<file path="src/rtl/mdu_pkg.sv">
// -----------------------------------------------------------------------------
// mdu_pkg
// Shared definitions for the iterative multiply/divide unit:
//   - op encodings driven on mult_div_unit.op
//   - FSM state enum
//   - ITER_LAST: final iteration index of the 32-step CALC loop
//   - DIV0_LO: LO value forced for a divide by zero
//   - magnitude(): two's-complement absolute value helper
// -----------------------------------------------------------------------------
package mdu_pkg;

   localparam logic [1:0] MDU_MULT  = 2'b00;
   localparam logic [1:0] MDU_MULTU = 2'b01;
   localparam logic [1:0] MDU_DIV   = 2'b10;
   localparam logic [1:0] MDU_DIVU  = 2'b11;

   typedef enum logic [1:0] {
      IDLE = 2'd0,
      CALC = 2'd1,
      DONE = 2'd2
   } mdu_state_t;

   localparam logic [4:0]  ITER_LAST = 5'd31;
   localparam logic [31:0] DIV0_LO   = 32'hFFFF_FFFF;

   // 0x80000000 maps onto itself, which is also its correct unsigned magnitude.
   function automatic logic [31:0] magnitude(input logic signed [31:0] v,
                                             input logic is_signed);
      logic [31:0] u;
      u = v;
      if (is_signed && (v < 0))
         return ~u + 32'd1;
      return u;
   endfunction

endpackage

</file>
<file path="src/rtl/mdu_datapath.sv">
// -----------------------------------------------------------------------------
// mdu_datapath
// 64-bit accumulator with one shift-add (multiply) or restoring shift-subtract
// (divide) step per cycle, plus the sign fix applied to the final step result.
// Divider hardware exists only when MDU_DIV_EN is defined.
//
// Ports:
//   clk            clock
//   clear          zero the accumulator (operation accept)
//   load           load the multiplier (mult) or dividend (div) into acc[31:0]
//   step           perform one iteration
//   is_div         latched: operation is a divide
//   sign_a/sign_b  latched operand signs (0 for unsigned ops)
//   mag_a/mag_b    latched operand magnitudes
//   fix_lo/fix_hi  sign-corrected LO/HI of the result of the current step
// -----------------------------------------------------------------------------
module mdu_datapath
   import mdu_pkg::*;
#(
   parameter int WIDTH = 32
) (
   input  logic             clk,
   input  logic             clear,
   input  logic             load,
   input  logic             step,
   input  logic             is_div,
   input  logic             sign_a,
   input  logic             sign_b,
   input  logic [WIDTH-1:0] mag_a,
   input  logic [WIDTH-1:0] mag_b,
   output logic [WIDTH-1:0] fix_lo,
   output logic [WIDTH-1:0] fix_hi
);

   logic [2*WIDTH-1:0] acc_q;
   logic [2*WIDTH-1:0] acc_next;
   logic [2*WIDTH-1:0] acc_mul;
   logic [2*WIDTH-1:0] prod;
   logic [WIDTH:0]     sum;
`ifdef MDU_DIV_EN
   logic [WIDTH:0]     part_rem;
   logic [WIDTH+1:0]   diff;
   logic [2*WIDTH-1:0] acc_div;
`endif

   always_ff @(posedge clk) begin
      if (clear)
         acc_q <= '0;
      else if (load)
         acc_q <= {{WIDTH{1'b0}}, (is_div ? mag_a : mag_b)};
      else if (step)
         acc_q <= acc_next;
   end

   always_comb begin
      // Shift-add: add multiplicand into the high half when the multiplier
      // LSB is set, then shift the whole accumulator right by one.
      sum     = {1'b0, acc_q[2*WIDTH-1:WIDTH]} + {1'b0, mag_a};
      acc_mul = acc_q[0] ? {sum, acc_q[WIDTH-1:1]} : {1'b0, acc_q[2*WIDTH-1:1]};
      acc_next = acc_mul;
      prod     = (sign_a ^ sign_b) ? -acc_mul : acc_mul;
      fix_lo   = prod[WIDTH-1:0];
      fix_hi   = prod[2*WIDTH-1:WIDTH];
`ifdef MDU_DIV_EN
      // Restoring divide: partial remainder (one bit wider after the shift)
      // is compared against the divisor; quotient bits enter at the bottom.
      part_rem = acc_q[2*WIDTH-1:WIDTH-1];
      diff     = {1'b0, part_rem} - {2'b00, mag_b};
      acc_div  = diff[WIDTH+1] ? {part_rem[WIDTH-1:0], acc_q[WIDTH-2:0], 1'b0}
                               : {diff[WIDTH-1:0],     acc_q[WIDTH-2:0], 1'b1};
      if (is_div) begin
         acc_next = acc_div;
         fix_lo   = (sign_a ^ sign_b) ? -acc_div[WIDTH-1:0] : acc_div[WIDTH-1:0];
         fix_hi   = sign_a ? -acc_div[2*WIDTH-1:WIDTH] : acc_div[2*WIDTH-1:WIDTH];
      end
`endif
   end

endmodule

</file>
<file path="src/rtl/mult_div_unit.sv">
// -----------------------------------------------------------------------------
// mult_div_unit
// Iterative MULT/MULTU/DIV/DIVU unit. LO goes out on write port 1, HI on write
// port 2, with a one-cycle write strobe while in DONE. Accept-to-done is 33
// cycles: one accumulator load cycle followed by 32 iterations.
//
// Build option: MDU_DIV_EN. When undefined the divider is removed and
// DIV/DIVU pass IDLE -> DONE in one cycle with no write strobe.
//
// Ports:
//   clk, reset (async, active-high)
//   start, op, operand_a, operand_b, dest_lo, dest_hi   request
//   busy, done                                          status
//   write_data1/write_reg1/reg_write                    port 1 (LO)
//   write_data2/write_reg2/enable                       port 2 (HI)
// -----------------------------------------------------------------------------
module mult_div_unit
   import mdu_pkg::*;
#(
   parameter int WIDTH  = 32,
   parameter int REG_AW = 5
) (
   input  logic              clk,
   input  logic              reset,
   input  logic              start,
   input  logic [1:0]        op,
   input  logic [WIDTH-1:0]  operand_a,
   input  logic [WIDTH-1:0]  operand_b,
   input  logic [REG_AW-1:0] dest_lo,
   input  logic [REG_AW-1:0] dest_hi,
   output logic              busy,
   output logic              done,
   output logic [WIDTH-1:0]  write_data1,
   output logic [WIDTH-1:0]  write_data2,
   output logic [REG_AW-1:0] write_reg1,
   output logic [REG_AW-1:0] write_reg2,
   output logic              reg_write,
   output logic              enable
);

`ifdef MDU_DIV_EN
   localparam bit DIV_EN = 1'b1;
`else
   localparam bit DIV_EN = 1'b0;
`endif

   mdu_state_t        state_q, state_d;
   logic [4:0]        count_q;
   logic              primed_q;
   logic              wr_q;
   logic              accept, finish;
   logic              is_div_in, is_signed_in, skip_div;
   logic              is_div_q, sign_a_q, sign_b_q;
   logic [WIDTH-1:0]  mag_a_q, mag_b_q;
   logic [REG_AW-1:0] dest_lo_q, dest_hi_q;
   logic [WIDTH-1:0]  fix_lo, fix_hi;
`ifdef MDU_DIV_EN
   logic              div0_q;
   logic [WIDTH-1:0]  a_raw_q;
`endif

   always_comb begin
      is_div_in    = 1'b0;
      is_signed_in = 1'b0;
      case (op)
         MDU_MULT:  is_signed_in = 1'b1;
         MDU_MULTU: is_signed_in = 1'b0;
         MDU_DIV:   begin is_div_in = 1'b1; is_signed_in = 1'b1; end
         MDU_DIVU:  is_div_in = 1'b1;
         default:   ;
      endcase
   end

   assign skip_div = is_div_in & ~DIV_EN;

   always_comb begin
      state_d = state_q;
      accept  = 1'b0;
      finish  = 1'b0;
      case (state_q)
         IDLE: if (start) begin
            accept  = 1'b1;
            state_d = skip_div ? DONE : CALC;
         end
         // The first CALC cycle loads the accumulator; iterations follow.
         CALC: if (primed_q && (count_q == ITER_LAST)) begin
            finish  = 1'b1;
            state_d = DONE;
         end
         DONE:    state_d = IDLE;
         default: state_d = IDLE;
      endcase
   end

   // Operand latches: only meaningful after accept, so no reset needed.
   always_ff @(posedge clk) begin
      if (accept) begin
         is_div_q  <= is_div_in;
         sign_a_q  <= is_signed_in & operand_a[WIDTH-1];
         sign_b_q  <= is_signed_in & operand_b[WIDTH-1];
         mag_a_q   <= magnitude(operand_a, is_signed_in);
         mag_b_q   <= magnitude(operand_b, is_signed_in);
         dest_lo_q <= dest_lo;
         dest_hi_q <= dest_hi;
`ifdef MDU_DIV_EN
         div0_q    <= is_div_in && (operand_b == '0);
         a_raw_q   <= operand_a;
`endif
      end
   end

   always_ff @(posedge clk or posedge reset) begin
      if (reset) begin
         state_q     <= IDLE;
         count_q     <= '0;
         primed_q    <= 1'b0;
         wr_q        <= 1'b0;
         write_data1 <= '0;
         write_data2 <= '0;
         write_reg1  <= '0;
         write_reg2  <= '0;
      end else begin
         state_q <= state_d;
         if (accept) begin
            count_q  <= '0;
            primed_q <= 1'b0;
            wr_q     <= ~skip_div;
         end else if (state_q == CALC) begin
            if (!primed_q)
               primed_q <= 1'b1;
            else
               count_q <= count_q + 5'd1;
         end
         if (finish) begin
`ifdef MDU_DIV_EN
            if (div0_q) begin
               write_data1 <= DIV0_LO;
               write_data2 <= a_raw_q;
            end else begin
               write_data1 <= fix_lo;
               write_data2 <= fix_hi;
            end
`else
            write_data1 <= fix_lo;
            write_data2 <= fix_hi;
`endif
            write_reg1 <= dest_lo_q;
            write_reg2 <= dest_hi_q;
         end
      end
   end

   mdu_datapath #(.WIDTH(WIDTH)) u_datapath (
      .clk    (clk),
      .clear  (accept),
      .load   ((state_q == CALC) && !primed_q),
      .step   ((state_q == CALC) && primed_q),
      .is_div (is_div_q),
      .sign_a (sign_a_q),
      .sign_b (sign_b_q),
      .mag_a  (mag_a_q),
      .mag_b  (mag_b_q),
      .fix_lo (fix_lo),
      .fix_hi (fix_hi)
   );

   assign busy      = (state_q != IDLE);
   assign done      = (state_q == DONE);
   assign reg_write = done & wr_q;
   assign enable    = done & wr_q;

endmodule

</file>
<file path="config.mk">
export PLATFORM = sky130hd
export DESIGN_NAME = mult_div_unit
export DESIGN_NICKNAME = d
export VERILOG_FILES = /design/src/rtl/mdu_pkg.sv /design/src/rtl/mdu_datapath.sv /design/src/rtl/mult_div_unit.sv
export SDC_FILE = /design/constraint.sdc
export NUM_CORES = 1
export LEC_CHECK = 0
export ABC_CLOCK_PERIOD_IN_PS = 6800
export CELL_PAD_IN_SITES_DETAIL_PLACEMENT = 0
export CELL_PAD_IN_SITES_GLOBAL_PLACEMENT = 1
export CORE_MARGIN = 10
export CORE_UTILIZATION = 45
export CTS_BUF_LIST = sky130_fd_sc_hd__clkbuf_8 sky130_fd_sc_hd__clkbuf_16
export CTS_CLUSTER_DIAMETER = 30
export DETAILED_ROUTE_END_ITERATION = 8
export GPL_TIMING_DRIVEN = 0
export PLACE_DENSITY_LB_ADDON = 0.1
export SYNTH_ARGS = -nofsm -noshare
export SYNTH_HDL_FRONTEND = slang
export SYNTH_HIERARCHICAL = 1
export SYNTH_SLANG_ARGS = --single-unit
export TNS_END_PERCENT = 5
</file>
<file path="constraint.sdc">
create_clock -name clk -period 6.8 [get_ports clk]
set_input_delay 1.02 -clock clk [delete_from_list [all_inputs] [get_ports clk]]
set_output_delay 1.02 -clock clk [all_outputs]
set_load 0.05 [all_outputs]
</file>
==> impl_metrics.ini <==
[setup_path]
arrival_ns = 4.79
crit_type = register to register
crit_path_start_kind = register
path_max_fanout = 8
setup.worst_path.start = mag_a_q[8]$_DFFE_PP_
cp_data_required_time_ns = 7.23
end_kind = register
r2r-start = mag_a_q[8]$_DFFE_PP_

[clocking]
cts_root_buf = clkbuf_16
cts_made_buffers = 53
postCtsSetupBuffers = 0
cts_tree = done
clock_latency_ns = 0.56
clkTransAtPathRegs_ns = 0.04
cts_resized = 0
htree_num_levels = 2
clock-sinks = 224
hold_buffers = 0
clockBufferDepth = 3

[cells_and_area]
fillerInstances = 2624
drive_above_1_share_pct = 12.5
area_growth_pct = 28.9
mostFrequentLayoutCell = clkdlybuf4s50_1
design_area_um2 = 17600
diodes = 0
final_cell_mix = clkdlybuf4s50_1 (156), nor2_1 (118), a211oi_1 (92)
fin_nets = 1720

[synth]
ys_seq_area_share_pct = 41.4
synthMuxAreaShare_pct = 10.0
syn_area_per_cell_um2 = 9.85
synthCells = 1389
synth-seq-cells = 224
ys_top_cells_by_area = edfxtp_1 (17%), dfrtp_1 (15%), dfxtp_1 (9.4%), mux2_2 (6.5%), xnor2_1 (5.8%)
synth.cell_area_um2 = 13700
ys_warn_count = 6
synth-simple-area-share_pct = 15.1
synth.distinct_cells = 82
synth_adder_area_share_pct = 3.53
synth_edf_count = 77
synth_compound_area_share_pct = 17.5
synth_xor_area_share_pct = 8.96
synth_top_family_by_area = compound AO/OA/AOI/OAI gates
synth_ff_type = dfrtp_1
syn-num-nets = 1506
synth_top_area_share_pct = 16.9
async_flop_share_pct = 37.1
synth_top_cell_by_area = edfxtp_1

[drt]
wl_met1_um = 20300
first_iter_violations = 790
remaining_drc_errors = 0
ant_nets = 0
route.vias.total = 11600
wl_um = 41900
wire_per_inst_um = 20.6
vias_per_cell = 5.68
met2_wirelength_um = 17700
drtPass1Iterations = 6
wl_met3_um = 2920
dr.max_layer_used = met4

[floorplan]
die_h_um = 194
initial_core_util_pct = 45.9
core_um2 = 29800
ios = 157
rows = 63
die_area_um2 = 37800
die_w_um = 194

[power_and_ir_drop]
power.density_nw_per_um2 = 425
p_int_mw = 4.53
p_sw_mw = 2.96
power_frac_seq_pct = 26.4
p_clk_share_pct = 34.0
ir_drop_mv = 0.252
combPwrFrac_pct = 39.5
total_leakage_power_nw = 7.00
switching_share_pct = 39.5

[global_routing]
antenna_found_initial = 0
grt-ovfl-total = 0
grt_pass1_vias = 11400
grt_use_total_pct = 21.5
grt_pass1_wl_um = 66100
grt_max_degree = 63

[placed_design]
placed_area_um2 = 15800
hpwl_um = 33000
io_buffers = 156
place_congestion = 0.904

[hold_path]
min_from = dest_lo_q[1]$_DFFE_PP_
hp-class = register to register

[sta]
slew_violations = 0
fin_tns_setup_ns = 0
fin_crit_sh_pct = 64.1
rsz0062_at_grt = no
finalSetupViolations = 0
hold_viol_final = 0
skew_ns = 0.0300
slew_headroom_pct = 40.4
tightestPinTransition_ns = 0.887
timing.fmax_ghz = 0.230
period_minus_slack_ns = 4.36

[job]
maxCapViolations = 0

[run_status]
status = completed
[synth_stat cells (8+ instances only)]
| master | count |
|---|---|
| mux2i_1 | 48 |
| and3_1 | 12 |
| xor2_1 | 50 |
| nand3_1 | 19 |
| o41ai_1 | 9 |
| dfxtp_1 | 64 |
| ha_1 | 37 |
| a211oi_1 | 92 |
| mux2_2 | 79 |
| nand4_1 | 19 |
| nand2b_1 | 8 |
| nor2_1 | 119 |
| o21ai_0 | 40 |
| o31ai_1 | 18 |
| nand2_1 | 70 |
| clkbuf_1 | 63 |
| a21o_1 | 8 |
| nor3_1 | 33 |
| o21ai_1 | 9 |
| inv_1 | 36 |
| nor4_1 | 14 |
| dfrtp_1 | 83 |
| xnor2_1 | 90 |
| a31oi_1 | 27 |
| nor2b_1 | 39 |
| a41oi_1 | 8 |
| or3_1 | 14 |
| edfxtp_1 | 77 |
| a21oi_1 | 68 |
| o21a_1 | 16 |
[routing by layer]
metal	track usage (%)	up-vias
met5	0	-
met4	6.67	0
met3	4.10	50
met2	31.6	434
met1	31.1	5447
li1	-	5625
[metrics by stage]
step	setup WS, ns	hold slack [ns]	util (%)	instances	power, mW
after floorplan	1.23	0.449	-	1389	4.00
after global placement	-1.13	0.456	52.8	1935	4.85
after detailed placement	2.52	0.466	53.1	1938	4.88
after CTS	2.54	0.476	59.2	2036	7.46
after global routing	2.18	0.481	59.2	2036	7.93
final	2.44	0.474	59.2	2036	7.49
[flip-flops by register name, summed over array words and instances, names as in the netlist, 2 cells and up]
name and count:
write_data2 32, write_reg1 5, mag_b_q 32, count_q 5, dest_hi_q 5, u_datapath/acc_q 64, state_q 2, write_reg2 5
mag_a_q 32, dest_lo_q 5, write_data1 32
[layout make-up]
| cell class | count | area, µm² | area share [%] |
|---|---|---|---|
| plain buffers | 79 | 325 | 1.84 |
| clock buffers | 55 | 1350 | 7.67 |
| clock inverters | 43 | 479 | 2.72 |
| inverters | 37 | 141 | 0.801 |
| multi-input cells | 1049 | 7560 | 42.8 |
| flip-flops and latches | 224 | 5670 | 32.1 |
| well taps | 390 | 488 | 2.77 |
| repair buffers | 159 | 1630 | 9.23 |
[final timing paths]
| check | depth (start not counted) | endpoint | slack, ns |
|---|---|---|---|
| min | 1 | write_reg1[1]$_DFFE_PP0P_ | 0.47 |
| max in group asynchronous | 3 | write_data2[22]$_DFFE_PP0P_ | 5.40 |
| max reg2reg | 13 | write_data2[31]$_DFFE_PP0P_ | 2.44 |
| max | 13 | write_data2[31]$_DFFE_PP0P_ | 2.44 |
| min reg2reg | 1 | write_reg1[1]$_DFFE_PP0P_ | 0.47 |
| min in group asynchronous | 2 | count_q[1]$_DFFE_PP0P_ | 0.78 |
[critical path, cell delays in order (launching register included)]
cell and delay (ns):
edfxtp_1 0.50, ha_1 0.34, clkbuf_1 0.20, a21oi_1 0.29
o21ai_0 0.23, a211oi_1 0.61, o21ai_1 0.22, a21boi_1 0.22
xor2_1 0.38, nand4_1 0.21, a2111oi_2 0.42, a41oi_1 0.18
xor2_1 0.19, mux2_2 0.27
[power groups by stage]
stage | Clock, mW | Combinational (mW) | Sequential [mW]
after floorplan | 0 | 2.13 | 1.87
after global placement | 0 | 2.87 | 1.99
after detailed placement | 0 | 2.90 | 1.98
after CTS | 2.58 | 2.92 | 1.96
after global routing | 2.66 | 3.27 | 2.00
final | 2.55 | 2.96 | 1.98
[cell families (layout without fill, tap and decap cells)]
kind of cell               Yosys count  count (layout)
AOI/OAI and AO/OA                  345             345
buffers and inverters              116             373
DFF                                224             224
and+or+nand+nor                    399             399
muxes                              127             127
xor gates and xnor gates           140             140
adders and majority gates           38              38
(Power assumes the default switching activity.)
